**src/rtl/bus_pkg.sv**
```systemverilog
// Shared definitions for the 16-bit wired-OR memory bus: widths, mode encoding,
// responder FSM state codes and the captured request payload.
package bus_pkg;

  localparam int unsigned BUS_WIDTH = 16;

  localparam logic MODE_READ  = 1'b0;
  localparam logic MODE_WRITE = 1'b1;

  localparam logic [1:0] ST_IDLE    = 2'd0;
  localparam logic [1:0] ST_WAIT    = 2'd1;
  localparam logic [1:0] ST_ACCESS  = 2'd2;
  localparam logic [1:0] ST_RESPOND = 2'd3;

  typedef struct packed {
    logic                 mode;
    logic [BUS_WIDTH-1:0] locator;
    logic [BUS_WIDTH-1:0] wdata;
  } bus_req_t;

endpackage

```
**src/rtl/bus_scratchpad_responder_if.sv**
```systemverilog
// Shared memory bus bundle: initiator drives the request side, responders
// drive the ORed read_bus/response side.
interface bus_scratchpad_responder_if;
  import bus_pkg::*;

  logic                 request;
  logic                 mode_flag;
  logic [BUS_WIDTH-1:0] locator;
  logic [BUS_WIDTH-1:0] write_bus;
  logic [BUS_WIDTH-1:0] read_bus;
  logic                 response;

  modport master (
    output request, mode_flag, locator, write_bus,
    input  read_bus, response
  );

  modport slave (
    input  request, mode_flag, locator, write_bus,
    output read_bus, response
  );

endinterface

```
**src/rtl/bus_scratchpad_responder_scratch_ram.sv**
```systemverilog
// Single-port synchronous RAM with a one-cycle registered read; contents are
// never reset.
module scratch_ram #(
  parameter int unsigned DEPTH = 256,
  parameter int unsigned WIDTH = 16,
  localparam int unsigned AW   = (DEPTH > 1) ? $clog2(DEPTH) : 1
) (
  input  logic             clk,
  input  logic             we,
  input  logic [AW-1:0]    addr,
  input  logic [WIDTH-1:0] wdata,
  output logic [WIDTH-1:0] rdata
);

  logic [WIDTH-1:0] mem [DEPTH];

  always_ff @(posedge clk) begin
    if (we) mem[addr] <= wdata;
    rdata <= mem[addr];
  end

endmodule

```
**src/rtl/bus_scratchpad_responder.sv**
```systemverilog
// Address-decoded scratchpad responder on the wired-OR memory bus with
// programmable wait states and a four-phase request/response handshake.
module bus_scratchpad_responder
  import bus_pkg::*;
#(
  parameter logic [15:0] BASE      = 16'h8000,
  parameter int unsigned SIZE_LOG2 = 8,
  parameter int unsigned LATENCY   = 2
) (
  input  logic                       clk,
  input  logic                       reset,
  bus_scratchpad_responder_if.slave  bus,
  output logic                       busy
);

  localparam int unsigned DEPTH = 1 << SIZE_LOG2;
  localparam int unsigned CNT_W = 4;

  logic [1:0]           state_q, state_d;
  logic [CNT_W-1:0]     cnt_q, cnt_d;
  logic [SIZE_LOG2-1:0] addr_q, addr_d;
  bus_req_t             req_q, req_d;
  logic [BUS_WIDTH-1:0] data_q, data_d;
  logic [BUS_WIDTH-1:0] read_bus_q, read_bus_d;
  logic                 response_q, response_d;
  logic                 busy_q, busy_d;

  logic                 sel_c;
  logic                 ram_we_c;
  logic [BUS_WIDTH-1:0] ram_rdata;

  assign sel_c = bus.request &&
                 (bus.locator[15:SIZE_LOG2] == BASE[15:SIZE_LOG2]);

  scratch_ram #(
    .DEPTH (DEPTH),
    .WIDTH (BUS_WIDTH)
  ) u_ram (
    .clk   (clk),
    .we    (ram_we_c),
    .addr  (addr_q),
    .wdata (req_q.wdata),
    .rdata (ram_rdata)
  );

  // Next-state and output decode; response/read_bus only rise in RESPOND.
  always_comb begin
    state_d    = state_q;
    cnt_d      = cnt_q;
    addr_d     = addr_q;
    req_d      = req_q;
    data_d     = data_q;
    read_bus_d = '0;
    response_d = 1'b0;
    ram_we_c   = 1'b0;

    case (state_q)
      ST_IDLE: begin
        if (sel_c) begin
          addr_d  = bus.locator[SIZE_LOG2-1:0];
          req_d   = '{mode: bus.mode_flag, locator: bus.locator, wdata: bus.write_bus};
          cnt_d   = CNT_W'(LATENCY);
          state_d = (LATENCY == 0) ? ST_ACCESS : ST_WAIT;
        end
      end
      ST_WAIT: begin
        if (!bus.request) begin
          state_d = ST_IDLE;
          cnt_d   = '0;
        end else begin
          cnt_d = cnt_q - CNT_W'(1);
          if (cnt_q <= CNT_W'(1)) state_d = ST_ACCESS;
        end
      end
      ST_ACCESS: begin
        ram_we_c = (req_q.mode == MODE_WRITE);
        state_d  = ST_RESPOND;
      end
      default: begin
        if (!bus.request) begin
          state_d = ST_IDLE;
        end else begin
          response_d = 1'b1;
          // RAM read data lands one cycle after ACCESS; hold it thereafter.
          if (!response_q) data_d = ram_rdata;
          if (req_q.mode == MODE_READ)
            read_bus_d = response_q ? data_q : ram_rdata;
        end
      end
    endcase

    busy_d = (state_d != ST_IDLE);
  end

  always_ff @(posedge clk) begin
    if (reset) begin
      state_q    <= ST_IDLE;
      cnt_q      <= '0;
      addr_q     <= '0;
      req_q      <= '0;
      data_q     <= '0;
      read_bus_q <= '0;
      response_q <= 1'b0;
      busy_q     <= 1'b0;
    end else begin
      state_q    <= state_d;
      cnt_q      <= cnt_d;
      addr_q     <= addr_d;
      req_q      <= req_d;
      data_q     <= data_d;
      read_bus_q <= read_bus_d;
      response_q <= response_d;
      busy_q     <= busy_d;
    end
  end

  assign bus.read_bus = read_bus_q;
  assign bus.response = response_q;
  assign busy         = busy_q;

endmodule

```
**src/flat_wrapper.sv**
```systemverilog
// flat-port wrapper written by rule: the top's interface ports become plain ports
module bus_scratchpad_responder_flat import bus_pkg::*;
#(
  parameter logic [15:0] BASE      = 16'h8000,
  parameter int unsigned SIZE_LOG2 = 8,
  parameter int unsigned LATENCY   = 2
)
  (clk, reset, busy, bus_request, bus_mode_flag, bus_locator, bus_write_bus, bus_read_bus, bus_response);
  bus_scratchpad_responder_if bus_i ();
  input  logic clk;
  input  logic reset;
  output logic busy;
  input wire logic [$bits(bus_i.request)-1:0] bus_request;
  input wire logic [$bits(bus_i.mode_flag)-1:0] bus_mode_flag;
  input wire logic [$bits(bus_i.locator)-1:0] bus_locator;
  input wire logic [$bits(bus_i.write_bus)-1:0] bus_write_bus;
  output wire logic [$bits(bus_i.read_bus)-1:0] bus_read_bus;
  output wire logic [$bits(bus_i.response)-1:0] bus_response;
  assign bus_i.request = bus_request;
  assign bus_i.mode_flag = bus_mode_flag;
  assign bus_i.locator = bus_locator;
  assign bus_i.write_bus = bus_write_bus;
  assign bus_read_bus = bus_i.read_bus;
  assign bus_response = bus_i.response;
  bus_scratchpad_responder #(.BASE(BASE), .SIZE_LOG2(SIZE_LOG2), .LATENCY(LATENCY)) u_core (.clk(clk), .reset(reset), .bus(bus_i), .busy(busy));
endmodule
```
**config.mk**
```make
export PLATFORM = sky130hd
export DESIGN_NAME = bus_scratchpad_responder_flat
export DESIGN_NICKNAME = d
export VERILOG_FILES = /design/src/rtl/bus_pkg.sv /design/src/rtl/bus_scratchpad_responder_if.sv /design/src/rtl/bus_scratchpad_responder_scratch_ram.sv /design/src/rtl/bus_scratchpad_responder.sv /design/src/flat_wrapper.sv
export SDC_FILE = /design/constraint.sdc
export NUM_CORES = 2
export LEC_CHECK = 0
export ABC_CLOCK_PERIOD_IN_PS = 5450
export BUFFER_PORTS_ARGS = -buffer_cell sky130_fd_sc_hd__buf_2
export CORE_MARGIN = 5
export CORE_UTILIZATION = 55
export CTS_CLUSTER_SIZE = 28
export DETAILED_ROUTE_END_ITERATION = 16
export PLACE_DENSITY = 0.76
export REMOVE_ABC_BUFFERS = 1
export SYNTH_ARGS = -nofsm -noshare
export SYNTH_HDL_FRONTEND = slang
export SYNTH_SLANG_ARGS = --single-unit
```
**constraint.sdc**
```tcl
create_clock -name clk -period 5.45 [get_ports clk]
set_clock_uncertainty 0.2 [all_clocks]
set_input_delay 1.09 -clock clk [delete_from_list [all_inputs] [get_ports clk]]
set_output_delay 1.09 -clock clk [all_outputs]
set_load 0.1 [all_outputs]
```
==> impl_metrics.json <==
{
  "syn_area_um2": 158000,
  "p_leak_nw": 64.0,
  "hpwl_mm": 223,
  "drt_wl_total_mm": 408,
  "rsz0062_at_grt": "no",
  "hp-start": "bus_write_bus[6]",
  "grt.total_usage_pct": 27.2,
  "critPathCaptureType": "flip-flop",
  "start_util_pct": 55.2,
  "overflow": 0,
  "p_per_area_nw_per_um2": 350,
  "ctsResizeCount": 0,
  "coreArea_um2": 285000,
  "cts_sinks": 4177,
  "numCtsBuffers": 412,
  "crit_type": "reg2reg",
  "postCtsSetupRepairBufs": 0,
  "cp_max_fo": 56,
  "setup_violations": 0,
  "crit_required_ns": 6.05,
  "violations": "capacitance limit, slew limit",
  "postCtsHoldBufs": 0,
  "yosysSeqAreaShare_pct": 79.1,
  "synth-seq-cells": 4177,
  "firstDrtPassIters": 6,
  "yosysUniqueCellTypes": 36,
  "setup_tns_ns": 0,
  "yosys-top-cells-area": "edfxtp_1 (78%), mux4_2 (15%), a22oi_1 (2.4%), dfxtp_1 (1.0%), a21oi_1 (0.97%)",
  "final_antenna_net_count": 0,
  "syn2layout_area_growth_pct": 13.1,
  "finalHoldViolations": 0,
  "worst-r2r-cell-count": 7,
  "dpl_worst_slack_ns": 0.659,
  "ys_top_cells_by_count": "edfxtp_1 (4096), mux4_2 (1024), a22oi_1 (513), a21oi_1 (306), nor2_1 (283)",
  "peakVddDrop_v": 0.000391,
  "grt_antenna_before_repair": 21,
  "critPathLaunchType": "flip-flop",
  "yosysWarningCount": 0,
  "grt_pass1_vias": 80100,
  "worstMarginPinSlew_ns": 1.51,
  "vias": 79700,
  "maxCapViolations": 3,
  "slew_viol_final": 18,
  "post-route-period-util_pct": 87.4,
  "slew_headroom_pct": -0.780,
  "gp_congestion": 0.857,
  "r2r-start": "u_core.addr_q[0]",
  "drive_gt1_share_pct": 27.5,
  "syn_inst": 7003,
  "grt_pass1_wl_mm": 584,
  "hp-class": "in2reg",
  "yosysTopAreaCell": "edfxtp_1",
  "vias_per_cell": 6.87,
  "critPathLaunch": "u_core.addr_q[0]",
  "io_pins": 54,
  "drcViolationCount": 0,
  "cts_buffer_depth": 4,
  "max_freq_mhz": 210,
  "finalCriticalPeriod_ns": 4.77,
  "synth-edff-count": 4096,
  "cts_tree": "built",
  "worst_slack_ns": 0.685,
  "synth_top_area_share_pct": 78.1,
  "clk_pin_slew_ns": 0.06,
  "nets": 7541,
  "cp.arrival_ns": 5.36,
  "ys.flop_type": "edfxtp_1",
  "detail_route.iter0.violations": 13500,
  "grt_max_degree": 209,
  "clockRootBuffer": "clkbuf_16",
  "io_buffers": 53,
  "h-tree-depth": 5,
  "status": "complete, but fails checks",
  "wl_per_cell_um": 35.2,
  "synth_most_common_cell": "edfxtp_1",
  "die_height_um": 545,
  "syn_area_per_cell_um2": 22.5,
  "synth-async-reset-ratio_pct": 0,
  "die_x_um": 545,
  "hold-path-cell-count": 3,
  "clock_latency_ns": 0.99,
  "dieArea_um2": 297000,
  "std_cell_rows": 196
}
[metrics by stage]
step | hold WS, ns | power (W) | util (%) | cell area [um^2] | cells
floorplan | 0.225 | 0.0355 | - | 156000 | 6573
detailed placement | 0.246 | 0.0355 | 57.9 | 165000 | 10800
CTS | 0.0587 | 0.0625 | 62.5 | 178000 | 11600
global placement | 0.241 | 0.0355 | 57.9 | 165000 | 10800
finish | 0.124 | 0.0623 | 62.5 | 178000 | 11600
global route | 0.0940 | 0.0640 | 62.5 | 178000 | 11600
[worst paths after layout]
path	end	slack, ns
min reg2reg	u_core.data_q[3]	0.26
max	u_core.u_ram.rdata[13]	0.68
max reg2reg	u_core.u_ram.rdata[13]	0.68
min	u_core.req_q[6]	0.12
[power by group]
part           switching (W)  leakage, nW  internal [W]
clock                 0.0117         6.33        0.0158
sequential        0.00000627         47.6        0.0347
combinational      0.0000569         9.98     0.0000266
[metal layers]
layer / wire (um) / vias to the layer above / global-route usage (%)
li1: - / 30900 / -
met3: 49600 / 1006 / 6.60
met2: 196000 / 6304 / 42.4
met4: 22500 / 24 / 13.3
met5: 171 / - / 0
met1: 140000 / 41500 / 36.6
[cell families after synthesis]
group,synth area share (%)
compound gates,3.82
fa+ha+maj,0.0556
buf+inv,1.14
flops,79.1
mux,14.7
simple gates,1.14
[critical path, cell delays in order, from the launching register on]
cell,delay (ns)
dfxtp_4,0.94
buf_12,0.43
buf_4,0.37
mux4_2,0.53
a22oi_1,0.47
a21oi_1,0.18
o41ai_1,1.09
nand4_1,0.23
[sequential cells by signal, summed over array words and instances (netlist names)]
name                 cells
u_core.bus.response      1
u_core.busy              1
u_core.bus.read_bus     16
u_core.data_q           16
u_core.addr_q            8
u_core.u_ram.rdata      16
u_core.u_ram.mem      4096
u_core.state_q           2
u_core.req_q            17
u_core.cnt_q             4
[final cells by class]
class,count,area (um^2)
fillers,17900,107000
diodes,15,37.5
repair buffers,511,4420
clock buffers,554,11300
flip-flops and latches,4177,125000
well taps,3762,4710
clock inverters,187,1690
inverters,8,30.0
multi-input cells,2388,31300
[cells in the final DEF, fill, tap and decap left out, types with 29 or more instances in the layout]
cell and instances:
dfxtp_1 63, clkinv_1 80, a21oi_1 306, clkbuf_1 108, buf_4 400, clkinv_2 55
edfxtp_1 4096, clkbuf_16 421, buf_2 53, nand2_1 97, bufinv_16 29, buf_12 57
nor2_1 273, mux4_2 1024, o41ai_1 58, a22oi_1 513
Power figures use the tool's default switching activity.
